$ cat config.mk
export PLATFORM = sky130hd
export DESIGN_NAME = relay_encode_multi
export DESIGN_NICKNAME = d
export VERILOG_FILES = /design/src/rtl/relay_encode_multi.sv
export SDC_FILE = /design/constraint.sdc
export NUM_CORES = 1
export LEC_CHECK = 0
export CORE_ASPECT_RATIO = 1.75
export CORE_MARGIN = 4
export CORE_UTILIZATION = 50
export DETAILED_ROUTE_END_ITERATION = 6
export PLACE_DENSITY = 0.76
export RECOVER_POWER = 50
export SETUP_SLACK_MARGIN = 0.2
export SYNTH_ARGS = -nofsm -noshare
export SYNTH_HDL_FRONTEND = slang
export SYNTH_SLANG_ARGS = --single-unit
$ cat constraint.sdc
create_clock -name clk -period 2.3 [get_ports clk]
set_input_delay 0.23 -clock clk [delete_from_list [all_inputs] [get_ports clk]]
set_output_delay 0.23 -clock clk [all_outputs]
set_load 0.1 [all_outputs]
$ cat src/rtl/relay_encode_multi.sv
// relay_encode_multi
//   Oversamples the demodulated relay bitstream and re-encodes it as timed
//   pulses for the downstream modulator. Reader mode decodes ISO14443A
//   Miller symbols into half-bit pulses. Tag mode turns load-modulation
//   bursts into single pulses. Passthrough and disabled modes are also
//   provided.
//
// Ports
//   clk           system clock
//   reset         synchronous, active-high reset
//   mode[1:0]     00 reader encode, 01 tag encode, 10 passthrough, 11 disabled
//   data_in       demodulated relay bitstream
//   data_out      encoded modulation output (registered)
//   frame_active  high while a reader frame is being decoded
//   symbol_err    one-cycle pulse on an invalid reader symbol
//   bit_count     valid symbols (reader) or pulses (tag) since frame start
//                 or mode change; saturates at all-ones
module relay_encode_multi #(
  parameter int SAMPLE_DIV = 16,
  parameter int HALF_LEN   = 64,
  parameter int CNT_W      = 8
) (
  input  logic             clk,
  input  logic             reset,
  input  logic [1:0]       mode,
  input  logic             data_in,
  output logic             data_out,
  output logic             frame_active,
  output logic             symbol_err,
  output logic [CNT_W-1:0] bit_count
);

  localparam int DIV_W = $clog2(SAMPLE_DIV);
  localparam int LEN_W = $clog2(HALF_LEN + 1);
  localparam logic [LEN_W-1:0] HALF = LEN_W'(HALF_LEN);

  typedef enum logic [1:0] {
    M_READER = 2'b00,
    M_TAG    = 2'b01,
    M_PASS   = 2'b10,
    M_OFF    = 2'b11
  } mode_t;

  typedef enum logic {
    ST_IDLE,
    ST_ACTIVE
  } state_t;

  state_t           state;
  mode_t            mode_q;
  logic [DIV_W-1:0] div;
  logic [7:0]       sample_buf;
  logic [2:0]       slot;
  logic             zero_seen;
  logic [LEN_W-1:0] low_cnt;
  logic [LEN_W-1:0] high_cnt;

  logic             tick;
  logic             mode_chg;
  logic [7:0]       shifted;
  logic             is_ff;
  logic             lo_f;
  logic             hi_f;
  logic             start_ok;
  logic [CNT_W-1:0] bc_inc;

  logic             req_x;
  logic             req_y;
  logic             frame_start;
  logic             frame_stop;
  logic             sym_ok;
  logic             sym_bad;
  logic             tag_hit;

  // Divider is a power of two, so it wraps naturally; the tick is the
  // clock on which it wraps back to zero.
  assign tick     = &div;
  assign mode_chg = (mode_t'(mode) != mode_q);
  assign shifted  = {sample_buf[6:0], data_in};
  assign is_ff    = (shifted == 8'hFF);
  assign lo_f     = (shifted[3:0] == 4'hF);
  assign hi_f     = (shifted[7:4] == 4'hF);
  assign start_ok = (shifted[7:6] == 2'b00) && lo_f;
  assign bc_inc   = (bit_count == '1) ? bit_count : bit_count + 1'b1;

  // Symbol decisions are made on the freshly shifted window, so a tick
  // both captures its sample and classifies the byte it completes.
  always_comb begin
    req_x       = 1'b0;
    req_y       = 1'b0;
    frame_start = 1'b0;
    frame_stop  = 1'b0;
    sym_ok      = 1'b0;
    sym_bad     = 1'b0;
    tag_hit     = 1'b0;
    if (!mode_chg && tick) begin
      unique case (mode_q)
        M_READER: begin
          if (state == ST_IDLE) begin
            if (start_ok) begin
              frame_start = 1'b1;
              req_x       = 1'b1;
            end
          end else if (slot == 3'd7) begin
            if (is_ff && zero_seen) begin
              frame_stop = 1'b1;
            end else if (is_ff) begin
              sym_ok = 1'b1;
            end else if (lo_f) begin
              req_x  = 1'b1;
              sym_ok = 1'b1;
            end else if (hi_f) begin
              req_y  = 1'b1;
              sym_ok = 1'b1;
            end else begin
              sym_bad = 1'b1;
            end
          end
        end
        M_TAG: begin
          if (shifted == 8'h0E || shifted == 8'h0F) begin
            tag_hit = 1'b1;
            req_x   = 1'b1;
          end
        end
        default: ;
      endcase
    end
  end

  always_ff @(posedge clk) begin
    if (reset) begin
      state        <= ST_IDLE;
      mode_q       <= M_READER;
      div          <= '0;
      sample_buf   <= '0;
      slot         <= '0;
      zero_seen    <= 1'b0;
      frame_active <= 1'b0;
      symbol_err   <= 1'b0;
      bit_count    <= '0;
    end else begin
      div        <= div + 1'b1;
      mode_q     <= mode_t'(mode);
      symbol_err <= 1'b0;
      if (mode_chg) begin
        state        <= ST_IDLE;
        frame_active <= 1'b0;
        sample_buf   <= '0;
        slot         <= '0;
        zero_seen    <= 1'b0;
        bit_count    <= '0;
      end else begin
        case (mode_q)
          M_READER: begin
            if (tick) begin
              sample_buf <= shifted;
              slot       <= slot + 1'b1;
              if (frame_start) begin
                state        <= ST_ACTIVE;
                frame_active <= 1'b1;
                slot         <= '0;
                zero_seen    <= 1'b1;
                bit_count    <= CNT_W'(1);
              end
              if (sym_ok) begin
                zero_seen <= !req_y;
                bit_count <= bc_inc;
              end
              if (frame_stop || sym_bad) begin
                state        <= ST_IDLE;
                frame_active <= 1'b0;
              end
              if (sym_bad) begin
                symbol_err <= 1'b1;
              end
            end
          end
          M_TAG: begin
            if (tick) begin
              slot <= slot + 1'b1;
              if (tag_hit) begin
                sample_buf <= '0;
                bit_count  <= bc_inc;
              end else begin
                sample_buf <= shifted;
              end
            end
          end
          default: begin
            state        <= ST_IDLE;
            frame_active <= 1'b0;
            sample_buf   <= '0;
            slot         <= '0;
            bit_count    <= '0;
          end
        endcase
      end
    end
  end

  // Pulse generator: low_cnt counts the leading low half of a Y request,
  // high_cnt the high half. A request loads the counters directly, which
  // also makes the newest request win over one still in progress.
  always_ff @(posedge clk) begin
    if (reset) begin
      data_out <= 1'b0;
      low_cnt  <= '0;
      high_cnt <= '0;
    end else if (mode_chg || sym_bad) begin
      data_out <= 1'b0;
      low_cnt  <= '0;
      high_cnt <= '0;
    end else if (mode_q == M_PASS) begin
      data_out <= data_in;
      low_cnt  <= '0;
      high_cnt <= '0;
    end else if (req_x) begin
      data_out <= 1'b1;
      low_cnt  <= '0;
      high_cnt <= HALF - 1'b1;
    end else if (req_y) begin
      data_out <= 1'b0;
      low_cnt  <= HALF - 1'b1;
      high_cnt <= HALF;
    end else if (low_cnt != '0) begin
      data_out <= 1'b0;
      low_cnt  <= low_cnt - 1'b1;
    end else if (high_cnt != '0) begin
      data_out <= 1'b1;
      high_cnt <= high_cnt - 1'b1;
    end else begin
      data_out <= 1'b0;
    end
  end

endmodule

==> results of run 1 <==
## tightest hold or removal path, cell delays in order
cell            delay, ps
dlymetal6s2s_1        110
buf_4                 130
nor2b_1               110
## timing repair
item | CTS | global route
cloned | 1 | 0
gates resized for setup | 17 | 32
setup buffers | 4 | 6
endpoints found under the setup margin | 22 | 30
pin swaps | 3 | 15
## layout by cell type (no fill, tap or decap), drive strengths merged, types with 2 or more instances in the layout
cell type      count
a2111oi            2
a211oi             3
a21oi             28
a31oi              4
and3               2
and4               2
buf               48
clkbuf            21
clkdlybuf4s50      2
dfxtp             42
ha                 6
inv               11
mux2i              2
nand2             28
nand3             15
nand4              6
nor2              11
nor2b              3
nor3              15
nor3b              3
nor4              12
nor4b              2
o21a               2
o21ai              8
o221a              6
o22ai              2
o311ai             2
o31a               3
o41ai              3
or2                2
or3                6
or4                7
xnor2              3
xor2               5
## power by group through the flow
stage / Clock [mW] / Combinational, mW / Sequential, mW
finish: 0.490 / 0.128 / 0.741
floorplan: 0 / 0.0587 / 0.757
global placement: 0 / 0.107 / 0.756
CTS: 0.494 / 0.116 / 0.739
detailed placement: 0 / 0.108 / 0.756
global route: 0.525 / 0.138 / 0.742
## kinds of logic after synthesis
logic type / after synthesis / share of synthesized area
fa+ha+maj: 6 / 0.03236
simple gates: 119 / 0.2918
flops: 42 / 0.3625
mux: 3 / 0.01348
xor+xnor: 8 / 0.03021
compound gates: 71 / 0.2228
buf+inv: 26 / 0.04692
## worst max path at each step
stage	start	to	slack, ps	depth (start not counted)
2_1_floorplan	mode_q[1]	bit_count[5]	130	6
5_1_grt	slot[0]	bit_count[4]	20	8
6_report	mode_q[0]	bit_count[4]	130	6
3_5_place_dp	mode[1]	low_cnt[6]	-130	6
3_3_place_gp	mode[1]	bit_count[4]	-50	7
4_1_cts	low_cnt[0]	high_cnt[4]	100	8
## registers in the layout, summed over array words and instances (netlist names)
| register | flops |
|---|---|
| high_cnt | 7 |
| sample_buf | 7 |
| div | 4 |
| low_cnt | 7 |
| state | 1 |
| symbol_err | 1 |
| slot | 3 |
| data_out | 1 |
| mode_q | 2 |
| bit_count | 8 |
| zero_seen | 1 |
## routing by layer
| layer | GRT usage | vias to the layer above | routed length (um) |
|---|---|---|---|
| li1 | - | 1162 | - |
| met1 | 0.2319 | 1128 | 2329 |
| met2 | 0.3884 | 85 | 3500 |
| met3 | 0.03307 | 21 | 284 |
| met4 | 0.09215 | 0 | 204 |
| met5 | 0 | - | 0 |
## layout make-up
cell class	instances	area (um^2)	area share
clock inverters	1	5.005	0.001578
clock buffers	7	86.33	0.02722
multi-input cells	207	1635	0.5156
flip-flops and latches	42	862.1	0.2718
repair buffers	66	478.0	0.1507
inverters	11	41.29	0.01302
well taps	51	63.81	0.02012
## per-stage QoR
step | cells | total power, mW | hold WS (ps) | utilization
6_report | 385 | 1.358 | 313.6 | 0.7137
5_1_grt | 385 | 1.405 | 379.9 | 0.7137
3_5_place_dp | 366 | 0.8633 | 436.3 | 0.6382
2_1_floorplan | 275 | 0.8157 | 301.6 | -
3_3_place_gp | 366 | 0.8625 | 425.4 | 0.6382
4_1_cts | 379 | 1.349 | 428.2 | 0.6872
==> results.cfg, run 1 <==
[power]
internal_power_mw = 1.033
p_sw_mw = 0.3248
powerDensity_nw_per_um2 = 428.2
pwr-share-seq = 0.546
power_frac_comb = 0.094
p_clk_frac = 0.361
leakagePower_nw = 1.108
sw_frac_of_total = 0.2392
vdd_ir_drop_max_mv = 0.5291

[detailed_routing]
viasPerCell = 6.223
vias = 2396
remaining_drc_errors = 0
avgRoutedWirePerCell_um = 16.41
drt_first_pass_iters = 7
ant_nets = 0
postRouteWirelength_um = 6318
drt_iter0_markers = 111

[sta]
finalSetupTns_ps = 0
setup_ws_ps = 134.1
hold_viol = 0
fmax_mhz = 461.7
finalClockSkew_ps = 6.949
setup-violations-final = 0
period_minus_slack_ps = 2166
worstMarginPinSlew_ps = 1171
period_share = 0.9417
rsz0062_at_grt = true
timing.slew.headroom = 0.2226
maxSlewViolCount = 0

[yosys]
yosysMostFrequentCell = dfxtp_1
yosys_warnings = 0
yosys.cell_types.count = 57
synth_flop_cell = dfxtp_1
async_flop_share = 0
synth_seq_cells = 42
synthTopCellsByArea = dfxtp_1 36%, a21oi_1 6.0%, nand2_1 4.5%
synth_edf_count = 0
yosysTopAreaCell = dfxtp_1
synthesis.nets = 286
avgSynthCellArea_um2 = 8.435
netlist.area_leader.share = 0.3625
syn_inst = 275
netlist_area_um2 = 2320
ys_seq_area_frac = 0.3625
synth_common_cells = 42 x dfxtp_1, 28 x a21oi_1, 28 x nand2_1

[global_route]
grt_pass1_vias = 2226
antenna_found_initial = 0
grt_max_degree = 15
overflow = 0
grt_usage = 0.2135
grt_pass1_wl_um = 9901

[critical_path]
cp_max_fo = 8
crit_required_ps = 2510
r2r_end = bit_count[4]
worst-path-buf-inv = 1
endpoint_kind = flop
reg2reg_from = mode_q[0]
critPathLaunchType = flop
reg2reg_depth = 6
cpPeakStageDelay_ps = 570
crit_path_top_delay_cell = or4_4
worstSetupPathType = flop to flop
regToRegSetupSlack_ps = 130
crit_arrival_ps = 2380
crit_chain = or4_4, a2111oi_4, buf_4, o21ai_4, or4_1, a21oi_1
critPathTopFamily = simple AND/OR/NAND/NOR gates

[min_path]
hold_path.class = input pin to flop
hp-start = mode[1]
min_path_cells = 3
min_to = mode_q[1]

[die]
io_pins = 16
rows = 32
die_h_um = 98.11
fp.coreArea_um2 = 4444
fp.dieW_um = 59.49
die-area_um2 = 5836
initial_core_util = 0.5220

[layout]
stdcell_area_um2 = 3172
layout.nets = 344
n_antenna_cell = 0
area_growth_pct = 36.73
fill_cells = 323
drive_above_1_share = 0.3653

[place]
place_ws_ps = -127.9
io_buffers = 15
dp_hpwl_um = 4279
place_area_um2 = 2836
gp_congestion = 0.8850

[clock_network]
tritoncts = built
cts_buffers = 5
cts_buffer_depth = 2
clk_pin_slew_ps = 80
htreeDepth = 2
insertion_delay_ps = 300
clock_sinks = 42
cts_root_buf = clkbuf_8
cts_hold_buf = 0

[run_status]
status = complete, no violations

[flow_run]
maxCapViolCount = 0
No activity file was read; power rests on OpenSTA's default activity.
==> run 2, diff against run 1 <==
- SETUP_SLACK_MARGIN: 0.2 -> 0.1
==> run 2 against run 1 <==
Register-to-register slack worse by 30 ps. Cell count fell by 1.3%. Utilization decreased by 2.8 points. Worst hold slack lost 0.77 ps. Sequential share of layout area rose by 1.1 points. Critical path depth did not move. Wire length increased by 5.0%. Die area stayed put. Sequential power is essentially flat. Critical path type unchanged. Largest cell class unchanged.
==> results.cfg, run 2 (synthesis gave the netlist of run 1 again) <==
[sta]
setup-violations-final = 0
setup_ws_ps = 105.4
period_share = 0.9542
fmax_mhz = 455.7
finalClockSkew_ps = 8.322
timing.slew.headroom = 0.2272
finalSetupTns_ps = 0
hold_viol = 0
period_minus_slack_ps = 2195
maxSlewViolCount = 0
worstMarginPinSlew_ps = 1164
rsz0062_at_grt = true

[clock_network]
cts_buffers = 5
cts_buffer_depth = 2
tritoncts = built
cts_root_buf = clkbuf_8
clock_sinks = 42
clk_pin_slew_ps = 90
insertion_delay_ps = 300
htreeDepth = 2

[run_status]
status = complete, no violations

[global_route]
grt_usage = 0.2367
overflow = 0
grt_pass1_vias = 2409
grt_max_degree = 17
grt_pass1_wl_um = 10760
antenna_found_initial = 0

[place]
place_ws_ps = -189.7
dp_hpwl_um = 4582
gp_congestion = 0.9616
io_buffers = 15

[min_path]
hold_path.class = input pin to flop
hp-start = data_in
min_path_cells = 3

[critical_path]
startpoint = mode_q[1]
endpoint_kind = flop
crit_required_ps = 2530
worstSetupPathType = flop to flop
critPathLaunchType = flop
reg2reg_depth = 6
reg2reg_from = mode_q[1]
crit_arrival_ps = 2420
cp_max_fo = 8

[detailed_routing]
ant_nets = 0
avgRoutedWirePerCell_um = 17.46
drt_iter0_markers = 102
remaining_drc_errors = 0
viasPerCell = 6.242
postRouteWirelength_um = 6636
drt_first_pass_iters = 5
vias = 2372

[die]
initial_core_util = 0.5220
fp.dieW_um = 59.49
io_pins = 16
fp.coreArea_um2 = 4444
rows = 32
die-area_um2 = 5836
die_h_um = 98.11

[layout]
final_cell_mix = 40 x buf_4, 27 x nand2_1, 27 x a21oi_1
layout.nets = 339
drive_above_1_share = 0.3222
largest_reg_flops = 8
final_common_cell = buf_4
area_growth_pct = 31.39
n_antenna_cell = 0
regMostFlops = bit_count
fill_cells = 381

[power]
leakagePower_nw = 1.059
powerDensity_nw_per_um2 = 510.2
vdd_ir_drop_max_mv = 0.4336

[flow_run]
maxCapViolCount = 0
## run 2: changes by cell type in the layout (fill, tap and decap cells not counted), sizes merged
cell / previous run / this run
bufinv: 0 / 2
buf: 48 / 42
clkbuf: 21 / 20
## run 2: metrics by stage
step	hold slack (ps)	instance area [um^2]	std cells	utilization	power, mW
floorplan	301.6	2360	275	-	0.8140
finish	312.8	3048	380	0.6858	1.555
global placement	433.7	2749	363	0.6185	0.8567
detailed placement	452.5	2749	363	0.6185	0.8592
CTS	466.6	2974	376	0.6692	1.561
global route	313.6	3048	380	0.6858	1.602
## run 2: final timing paths
check	end	slack [ps]
min	sample_buf[0]	310
min reg2reg	slot[1]	460
max reg2reg	bit_count[4]	110
max	bit_count[4]	110
## run 2: layout make-up
cell class	count	area, um^2	area share
multi-input cells	207	1508	0.4947
flip-flops and latches	42	863.3	0.2833
repair buffers	61	434.2	0.1424
clock buffers	5	68.82	0.02258
clock inverters	3	68.82	0.02258
well taps	51	63.81	0.02094
inverters	11	41.29	0.01355
## run 2: metal layers
layer / share of wire / vias up / global-route usage
met3: 0.036 / 32 / 0.04630
met1: 0.35 / 1126 / 0.2322
met4: 0.049 / 0 / 0.1177
met2: 0.56 / 64 / 0.4423
li1: - / 1150 / -
met5: 0 / - / 0
## run 2: what timing repair did
item / CTS / global route
hold buffers: 0 / 0
resized for setup: 8 / 32
cloned: 0 / 0
buffers inserted: 5 / 4
pin swaps: 1 / 7
setup endpoints to repair: 7 / 27
## run 2: power by group
part / leakage, nW / internal (mW) / switching [mW]
registers: 0.348 / 0.732 / 0.00741
logic: 0.643 / 0.0461 / 0.0651
clock network: 0.0683 / 0.435 / 0.269
## run 2: worst max-delay path, cell delays in order (launching register included)
cell and delay, ps:
dfxtp_1 330, or4_4 590, a2111oi_4 290, buf_4 200, o21ai_4 90, or4_4 490, a21oi_1 140
==> run 3, diff against run 2 <==
- SETUP_SLACK_MARGIN: 0.1 -> 0.2
==> results of run 3 <==
Final layout, timing and power as in run 1 (identical DEF).
